--- src/rtl/uart_rx_frame.sv ---
// uart_rx_frame: oversampling UART receiver with majority-vote bit sampling,
// optional parity, 1 or 2 stop bits and a valid/ready output holding register.
// Runs entirely on clk; a tick enable replaces a derived baud clock.
module uart_rx_frame #(
   parameter int CLKS_PER_TICK = 325,
   parameter int OVERSAMPLE    = 16,
   parameter int DATA_BITS     = 8,
   parameter int PARITY        = 0,
   parameter int STOP_BITS     = 1
) (
   input  logic                 clk,
   input  logic                 rst,
   input  logic                 rx,
   output logic [DATA_BITS-1:0] data_out,
   output logic                 data_valid,
   input  logic                 data_ready,
   output logic                 frame_err,
   output logic                 parity_err,
   output logic                 overrun,
   output logic                 busy
);

   localparam int M   = OVERSAMPLE / 2;
   localparam int TCW = (CLKS_PER_TICK > 1) ? $clog2(CLKS_PER_TICK) : 1;
   localparam int TIW = $clog2(OVERSAMPLE);
   localparam int BCW = $clog2(DATA_BITS + 1);

   localparam logic [TCW-1:0] TICK_LAST = TCW'(CLKS_PER_TICK - 1);
   localparam logic [TIW-1:0] IDX_LO    = TIW'(M - 1);
   localparam logic [TIW-1:0] IDX_MID   = TIW'(M);
   localparam logic [TIW-1:0] IDX_HI    = TIW'(M + 1);
   localparam logic [TIW-1:0] IDX_LAST  = TIW'(OVERSAMPLE - 1);
   localparam logic [BCW-1:0] BITS_ALL  = BCW'(DATA_BITS);
   localparam logic           STOP_LAST = (STOP_BITS == 2);

   typedef enum logic [2:0] {
      S_IDLE,
      S_START,
      S_DATA,
      S_PARITY,
      S_STOP
   } state_t;

   state_t               state_q, state_d;
   logic                 rx_meta, rx_s;
   logic [TCW-1:0]       tick_cnt;
   logic                 tick;
   logic [TIW-1:0]       tick_idx;
   logic                 smp_lo, smp_mid;
   logic                 bit_val, resolve, bit_end;
   logic                 armed, start_det, done;
   logic [BCW-1:0]       bit_cnt;
   logic                 stop_cnt;
   logic [DATA_BITS-1:0] shreg;
   logic                 ferr_acc, perr_acc;

   // Two-of-three vote over the samples taken around mid-bit.
   function automatic logic majority(input logic a, input logic b, input logic c);
      return (a & b) | (a & c) | (b & c);
   endfunction

   // True when data plus received parity bit disagree with the configured sense.
   function automatic logic parity_fail(input logic [DATA_BITS-1:0] d, input logic p);
      logic x;
      x = (^d) ^ p;
      return (PARITY == 1) ? ~x : x;
   endfunction

   // Two-flop synchroniser for the asynchronous pin; idles high like the line
   always_ff @(posedge clk) begin
      if (!rst) begin
         rx_meta <= 1'b1;
         rx_s    <= 1'b1;
      end else begin
         rx_meta <= rx;
         rx_s    <= rx_meta;
      end
   end

   assign tick = (tick_cnt == TICK_LAST);

   // Oversample tick divider, realigned to the detected start edge
   always_ff @(posedge clk) begin
      if (!rst || start_det) tick_cnt <= '0;
      else if (tick)         tick_cnt <= '0;
      else                   tick_cnt <= tick_cnt + 1'b1;
   end

   // Tick index within the current bit period
   always_ff @(posedge clk) begin
      if (!rst || start_det) tick_idx <= '0;
      else if (tick)         tick_idx <= (tick_idx == IDX_LAST) ? '0 : tick_idx + 1'b1;
   end

   assign resolve = tick && (tick_idx == IDX_HI);
   assign bit_end = tick && (tick_idx == IDX_LAST);
   // Third vote is the live synchronised line at tick M+1
   assign bit_val = majority(smp_lo, smp_mid, rx_s);

   // Capture the two early votes of each bit
   always_ff @(posedge clk) begin
      if (tick && (tick_idx == IDX_LO))  smp_lo  <= rx_s;
      if (tick && (tick_idx == IDX_MID)) smp_mid <= rx_s;
   end

   // Frame state register
   always_ff @(posedge clk) begin
      if (!rst) state_q <= S_IDLE;
      else      state_q <= state_d;
   end

   // Next-state decode plus start-detect and frame-completion strobes
   always_comb begin
      state_d   = state_q;
      start_det = 1'b0;
      done      = 1'b0;
      case (state_q)
         S_IDLE: begin
            if (armed && !rx_s) begin
               state_d   = S_START;
               start_det = 1'b1;
            end
         end
         S_START: begin
            if (resolve && bit_val) state_d = S_IDLE;
            else if (bit_end)       state_d = S_DATA;
         end
         S_DATA: begin
            if (bit_end && (bit_cnt == BITS_ALL))
               state_d = (PARITY != 0) ? S_PARITY : S_STOP;
         end
         S_PARITY: begin
            if (bit_end) state_d = S_STOP;
         end
         S_STOP: begin
            // Finish at the last stop vote so the next start edge is not missed
            if (resolve && (stop_cnt == STOP_LAST)) begin
               state_d = S_IDLE;
               done    = 1'b1;
            end
         end
         default: state_d = S_IDLE;
      endcase
   end

   assign busy = (state_q != S_IDLE);

   // Per-frame control: arming, bit/stop counters and error accumulators
   always_ff @(posedge clk) begin
      if (!rst) begin
         armed    <= 1'b0;
         bit_cnt  <= '0;
         stop_cnt <= 1'b0;
         ferr_acc <= 1'b0;
         perr_acc <= 1'b0;
      end else begin
         if (start_det) begin
            armed    <= 1'b0;
            bit_cnt  <= '0;
            stop_cnt <= 1'b0;
            ferr_acc <= 1'b0;
            perr_acc <= 1'b0;
         end else if (done) begin
            // A line still low at the final vote must go high before re-arming
            armed <= rx_s;
         end else if ((state_q == S_IDLE) && rx_s) begin
            armed <= 1'b1;
         end
         if (resolve) begin
            if (state_q == S_DATA)               bit_cnt  <= bit_cnt + 1'b1;
            if (state_q == S_PARITY)             perr_acc <= parity_fail(shreg, bit_val);
            if ((state_q == S_STOP) && !bit_val) ferr_acc <= 1'b1;
         end
         if (bit_end && (state_q == S_STOP)) stop_cnt <= 1'b1;
      end
   end

   // Data shift register, LSB arrives first
   always_ff @(posedge clk) begin
      if (resolve && (state_q == S_DATA))
         shreg <= {bit_val, shreg[DATA_BITS-1:1]};
   end

   // Output holding register with valid/ready handshake and overrun pulse
   always_ff @(posedge clk) begin
      if (!rst) begin
         data_out   <= '0;
         data_valid <= 1'b0;
         frame_err  <= 1'b0;
         parity_err <= 1'b0;
         overrun    <= 1'b0;
      end else begin
         overrun <= 1'b0;
         if (done && (!data_valid || data_ready)) begin
            data_out   <= shreg;
            data_valid <= 1'b1;
            frame_err  <= ferr_acc | ~bit_val;
            parity_err <= perr_acc;
         end else if (done) begin
            overrun <= 1'b1;
         end else if (data_valid && data_ready) begin
            data_valid <= 1'b0;
            frame_err  <= 1'b0;
            parity_err <= 1'b0;
         end
      end
   end

endmodule

--- config.mk ---
export PLATFORM = sky130hd
export DESIGN_NAME = uart_rx_frame
export DESIGN_NICKNAME = d
export VERILOG_FILES = /design/src/rtl/uart_rx_frame.sv
export SDC_FILE = /design/constraint.sdc
export NUM_CORES = 1
export LEC_CHECK = 0
export ABC_CLOCK_PERIOD_IN_PS = 3300
export CORE_UTILIZATION = 31
export CTS_BUF_LIST = sky130_fd_sc_hd__clkbuf_4
export CTS_CLUSTER_DIAMETER = 30
export CTS_CLUSTER_SIZE = 24
export DETAILED_ROUTE_END_ITERATION = 10
export SLEW_MARGIN = 40
export SYNTH_ARGS = -nofsm -noshare
export SYNTH_HDL_FRONTEND = slang
export SYNTH_SLANG_ARGS = --single-unit
--- constraint.sdc ---
create_clock -name clk -period 3.3 [get_ports clk]
set_input_delay 0.33 -clock clk [delete_from_list [all_inputs] [get_ports clk]]
set_output_delay 0.33 -clock clk [all_outputs]
set_load 0.05 [all_outputs]
==> metrics.yaml, run 1 <==
critical_path:
  max_stage_delay_ns: 0.72
  startpoint_type: "flip-flop"
  crit_required_ns: 2.97
  cp_slowest_cell: "clkdlybuf4s50_1"
  crit_path_end_kind: "primary output"
  cp_max_fo: 10
  cp_num_buf_inv: 2
  crit_type: "reg2out"
  r2r_end: "bit_cnt[3]$_SDFF_PN0_"
  arrival_ns: 1.97
  r2r-start: "tick_cnt[0]$_SDFF_PP0_"
  reg2regPathDepth: 7
  r2r_slack_ns: 1.25
  cp_top_family: "buffers and inverters"
  cp_cell_sequence: "nor3_1, inv_1, clkdlybuf4s50_1"
clocking:
  cts_resized: 0
  clockRootBuffer: "clkbuf_4"
  cts_sinks: 48
  post-cts-setup-buffers: 0
  cts.clk_slew.worst_paths_ns: 0.14
  htreeDepth: 2
  worstSkewPairLatency_ns: 0.37
  hold_buffers: 0
  cts_tree: "yes"
  cts_max_path_buffers: 2
  cts_buffers: 5
drt:
  avgRoutedWirePerCell_um: 11.95
  drtIter0Drc: 68
  dr.pass1.iters: 4
  viasPerCell: 4.733
  antenna_left: 0
  drc_errors: 0
  routed-via-count: 1491
  wirelength_um: 3763
layout:
  area.growth.synth_to_final_pct: 13.56
  fin_nets: 245
  mostFrequentLayoutCell: "dfxtp_1"
  final_util_pct: 36.44
  final_cells: 315
  design_area_um2: 2462
  final_layout_size_suffix_gt1_share_pct: 8.936
  final_cell_mix: "dfxtp_1 (38), nand2_1 (32), nor2_1 (20)"
  antenna_cells: 0
  nFillCells: 679
timing:
  slew-limit-headroom_pct: 63.39
  tightestPinTransition_ns: 0.5486
  min_period_over_period_pct: 69.80
  setup_viol: 0
  slew_violations: 0
  clock.fmax_mhz: 434.1
  hold_ws_ns: 0.4440
  fin_worst_skew_ns: 0.01944
  fin_crit_ns: 2.303
  rsz0062_at_grt: "false"
  fin_setup_tns_ns: 0
  final_hold_viol_count: 0
grt:
  grt_pass1_wl_um: 6596
  grt_max_degree: 16
  grt_usage_pct: 11.28
  grt_pass1_vias: 1449
  antenna_found_initial: 0
  gr-total-overflow: 0
placement:
  placed_cells: 307
  gp_congestion: 0.7876
  hpwlAfterDp_um: 2759
  place_area_um2: 2406
  portBuffers: 16
power_and_ir_drop:
  comb_power_share_pct: 12.4
  clkPwrFrac_pct: 26.5
  p_seq_share_pct: 61.1
  swShare_pct: 27.91
  powerDensity_nw_per_um2: 419.4
  leakage_nw: 0.8366
  p_sw_w: 0.0002882
  p_int_w: 0.0007446
  ir_worst_vdd_mv: 0.2252
flow_run:
  max-cap-violations: 0
floorplanning:
  start_util_pct: 32.09
  dieArea_um2: 7333
  die_x_um: 85.64
  fp-row-count: 30
  io_pins: 17
  die_y_um: 85.64
  core_area_um2: 6756
status:
  status: "finished clean"
worst_hold_path:
  hold_start: "rx_meta$_SDFF_PN1_"
  worstHoldPathCells: 1
  hp-class: "reg2reg"
  holdPathEnd: "rx_s$_SDFF_PN1_"
yosys:
  synthDistinctLibCells: 41
  syn-cell-area_um2: 2168
  yosysWarnings: 0
  synth.top_cell.area_share_pct: 35.08
  synth_nets: 227
  yosys-top-cells-area: "dfxtp_1 (35%), edfxtp_1 (14%), nand2_1 (5.5%)"
  synthesis.instances: 216
  synth_seq_area_share_pct: 48.93
  yosys.area.top_type: "dfxtp_1"
  ys_ff_latch: 48
  postSynthAreaPerCell_um2: 10.04
==> worst register-to-register path, stage by stage, from the launching register on <==
cell and delay (ns):
dfxtp_1 0.36, inv_1 0.09, ha_1 0.19, nand4bb_4 0.20, nor3_2 0.28, and3b_1 0.52
a21oi_1 0.13, o21a_1 0.20
==> worst max path at each step <==
stage	slack (ns)	depth (start not counted)	from	endpoint
floorplan	1.56	8	tick_cnt[0]$_SDFF_PP0_	bit_cnt[3]$_SDFF_PN0_
global placement	1.26	7	tick_cnt[0]$_SDFF_PP0_	bit_cnt[1]$_SDFF_PN0_
detailed placement	1.22	7	tick_cnt[0]$_SDFF_PP0_	bit_cnt[3]$_SDFF_PN0_
CTS	0.97	3	state_q[2]$_SDFFE_PN0P_	busy
global route	0.90	3	state_q[2]$_SDFFE_PN0P_	busy
finish	1.0	3	state_q[2]$_SDFFE_PN0P_	busy
==> final cells by class <==
class | count | area [um2] | area share (%)
Sequential cell | 48 | 1061 | 43.09
Multi-Input combinational cell | 153 | 1044 | 42.38
Timing Repair Buffer | 17 | 167.7 | 6.809
Tap cell | 80 | 100.1 | 4.065
Clock buffer | 5 | 37.54 | 1.524
Inverter | 9 | 33.78 | 1.372
Clock inverter | 3 | 18.77 | 0.7622
==> Yosys cell counts (all sizes together) <==
master and instances:
and3b 2, nand2b 4, clkbuf 2, a32oi 1
nor3b 2, and4b 1, maj3 1, nor2 21
xor2 5, nand3 8, mux2i 4, nand2 32
inv 9, nor4b 2, nor3 7, buf 4
or4 1, xnor3 1, edfxtp 10, nor2b 3
or2 1, o21ai 4, xnor2 12, dfxtp 38
o221ai 1, nand4b 1, o21a 2, a21oi 16
a22oi 2, ha 7, a2111o 2, nand4bb 2
and3 5, nor4bb 1, nand3b 2
==> registers in the layout (all words and copies together) (netlist names) <==
name / flops
armed: 1
bit_cnt: 4
data_out: 8
data_valid: 1
ferr_acc: 1
frame_err: 1
overrun: 1
parity_err: 1
perr_acc: 1
rx_meta: 1
rx_s: 1
shreg: 8
smp_lo: 1
smp_mid: 1
state_q: 3
stop_cnt: 1
tick_cnt: 9
tick_idx: 4
==> cell families after synthesis <==
family                   count (synthesis)  share of synthesized area [%]
AO/OA/AOI/OAI                           28                          8.828
XOR/XNOR                                18                          7.905
adder cells (fa/ha/maj)                  8                          4.558
buffers and inverters                   15                          2.943
flip-flops                              48                          48.93
multiplexers                             4                          1.847
AND/OR/NAND/NOR                         95                          24.99
==> stage by stage <==
| stage | setup WS, ns | total power (W) |
|---|---|---|
| 6_report | 0.9965 | 0.001033 |
| 4_1_cts | 0.9742 | 0.001047 |
| 5_1_grt | 0.8956 | 0.001081 |
| 3_3_place_gp | 1.263 | 0.0007725 |
| 2_1_floorplan | 1.563 | 0.0007399 |
| 3_5_place_dp | 1.216 | 0.0007733 |
==> power groups by stage <==
stage / sequential (W) / combinational (W) / clock [W]
2_1_floorplan: 0.000638 / 0.000102 / 0
4_1_cts: 0.000631 / 0.000130 / 0.000286
3_5_place_dp: 0.000644 / 0.000129 / 0
3_3_place_gp: 0.000645 / 0.000128 / 0
6_report: 0.000632 / 0.000128 / 0.000274
5_1_grt: 0.000635 / 0.000141 / 0.000305
==> per-layer routing <==
metal | vias to the layer above | track usage [%] | share of wire (%)
met5 | - | 0 | 0
met4 | 0 | 4.091 | 1.4
met3 | 8 | 2.984 | 3.5
met1 | 682 | 14.28 | 51
li1 | 779 | - | -
met2 | 22 | 18.55 | 44
Power figures use the tool's default switching activity.
==> inputs of run 2 (changes only) <==
--- a/config.mk
+++ b/config.mk
@@ -5,7 +5,7 @@
 export SDC_FILE = /design/constraint.sdc
 export NUM_CORES = 1
 export LEC_CHECK = 0
-export ABC_CLOCK_PERIOD_IN_PS = 3300
+export ABC_CLOCK_PERIOD_IN_PS = 2300
 export CORE_UTILIZATION = 31
 export CTS_BUF_LIST = sky130_fd_sc_hd__clkbuf_4
 export CTS_CLUSTER_DIAMETER = 30
==> constraint.sdc (replaced) <==
create_clock -name clk -period 2.3 [get_ports clk]
set_input_delay 0.23 -clock clk [delete_from_list [all_inputs] [get_ports clk]]
set_output_delay 0.23 -clock clk [all_outputs]
set_load 0.05 [all_outputs]
==> run 2 against run 1 <==
Effect of this change:
- non-clock buffer count rose by 7
- flip-flop and latch count did not move
- cell area rose by 3.4%
- critical path type is now reg2reg
==> metrics.yaml, run 2 (synthesis results as in run 1) <==
drt:
  route.top_layer_used: "met4"
  dr.pass1.iters: 5
  drc_errors: 0
  wl_met3_um: 128
  viasPerCell: 4.730
  route.met2.wl_um: 1645
  avgRoutedWirePerCell_um: 11.67
  antenna_left: 0
  drtIter0Drc: 84
  drt-met1-wl_um: 1936
  wirelength_um: 3757
  routed-via-count: 1523
clocking:
  post-cts-setup-buffers: 0
  cts_max_path_buffers: 2
  cts_tree: "yes"
  worstSkewPairLatency_ns: 0.37
  cts_buffers: 5
  hold_buffers: 0
  cts_sinks: 48
  cts.clk_slew.worst_paths_ns: 0.15
  clockRootBuffer: "clkbuf_4"
  cts_resized: 0
  htreeDepth: 2
power_and_ir_drop:
  powerDensity_nw_per_um2: 631.5
  total_power_w: 0.001607
  ir_worst_vdd_mv: 0.2872
  leakage_nw: 0.9061
critical_path:
  crit_required_ns: 2.57
  crit_type: "reg2reg"
  reg2regPathDepth: 8
  r2r-start: "tick_cnt[0]$_SDFF_PP0_"
  crit_path_end_kind: "flip-flop"
  startpoint_type: "flip-flop"
  cp_max_fo: 9
  r2r_end: "bit_cnt[3]$_SDFF_PN0_"
  arrival_ns: 2.25
  r2r_slack_ns: 0.31
timing:
  hold_ws_ns: 0.4057
  final_hold_viol_count: 0
  setup_viol: 0
  slew_violations: 0
  fin_setup_tns_ns: 0
  clock.fmax_mhz: 503.6
  fin_worst_skew_ns: 0.01734
  rsz0062_at_grt: "false"
  slew-limit-headroom_pct: 66.17
  tightestPinTransition_ns: 0.5066
  min_period_over_period_pct: 86.33
  fin_crit_ns: 1.986
  setup_ws_ns: 0.3145
floorplanning:
  die_x_um: 85.64
  die_y_um: 85.64
  start_util_pct: 32.09
  io_pins: 17
  dieArea_um2: 7333
  fp-row-count: 30
  core_area_um2: 6756
grt:
  grt_max_degree: 17
  grt_pass1_vias: 1391
  antenna_found_initial: 0
  grt_pass1_wl_um: 6548
  grt_usage_pct: 11.17
  gr-total-overflow: 0
flow_run:
  max-cap-violations: 0
worst_hold_path:
  worstHoldPathCells: 2
  holdPathEnd: "rx_meta$_SDFF_PN1_"
  hold_start: "rx"
  hp-class: "in2reg"
status:
  status: "finished clean"
placement:
  pre_cts_ws_ns: 0.3301
  portBuffers: 16
  gp_congestion: 0.7989
  hpwlAfterDp_um: 2776
layout:
  final_layout_size_suffix_gt1_share_pct: 11.98
  mostFrequentLayoutCell: "dfxtp_1"
  regMostFlops: "tick_cnt"
  final_cell_mix: "dfxtp_1 (38), nand2_1 (32), nor2_1 (20)"
  final_util_pct: 37.67
  antenna_cells: 0
  area.growth.synth_to_final_pct: 17.37
  top_regs: "tick_cnt x9, data_out x8, shreg x8"
  fin_nets: 252
  largest_reg_flops: 9
  nFillCells: 677
[run 2: worst max-delay path: stages, from the launching register on]
cell and delay [ns]:
dfxtp_1 0.36, inv_1 0.09, ha_1 0.19, nand4bb_4 0.20, nor3_2 0.31, and3b_1 0.29
buf_4 0.20, a21oi_1 0.07, o21a_1 0.18
[run 2: worst max path at each step]
| stage | slack, ns | endpoint | from | cells past startpoint |
|---|---|---|---|---|
| 4_1_cts | 0.11 | busy | state_q[2]$_SDFFE_PN0P_ | 3 |
| 3_5_place_dp | 0.33 | bit_cnt[3]$_SDFF_PN0_ | tick_cnt[0]$_SDFF_PP0_ | 8 |
| 3_3_place_gp | 0.44 | data_out[2]$_SDFFE_PN0P_ | tick_cnt[0]$_SDFF_PP0_ | 7 |
| 2_1_floorplan | 0.56 | bit_cnt[3]$_SDFF_PN0_ | tick_cnt[0]$_SDFF_PP0_ | 8 |
| 6_report | 0.31 | bit_cnt[3]$_SDFF_PN0_ | tick_cnt[0]$_SDFF_PP0_ | 8 |
| 5_1_grt | 0.12 | bit_cnt[3]$_SDFF_PN0_ | tick_cnt[0]$_SDFF_PP0_ | 8 |
[run 2: layer usage]
layer | global-route usage, % | vias to the layer above
met4 | 3.636 | 0
met3 | 2.599 | 5
met1 | 15.77 | 707
met2 | 16.87 | 23
met5 | 0 | -
li1 | - | 788
[run 2: per-stage QoR]
step	cell area [um2]	std cells
after floorplan	2168	216
after global placement	2459	314
after detailed placement	2459	314
after CTS	2542	322
after global routing	2545	322
final	2545	322
[run 2: area by class of cell]
class / instances / area, um2 / share of cell area, %
clock buffers: 5 / 37.54 / 1.475
clock inverters: 3 / 46.29 / 1.819
inverters: 9 / 33.78 / 1.327
multi-input cells: 153 / 1044 / 41.00
flip-flops and latches: 48 / 1061 / 41.69
well taps: 80 / 100.1 / 3.933
repair buffers: 24 / 222.7 / 8.751
[run 2: report_power, final]
group / internal, W / total [W] / switching, W / leakage [nW]
combinational: 0.0000806 / 0.000190 / 0.000109 / 0.477
clock: 0.000232 / 0.000510 / 0.000278 / 0.0418
sequential: 0.000877 / 0.000907 / 0.0000304 / 0.387
total: 0.00119 / 0.00161 / 0.000417 / 0.906
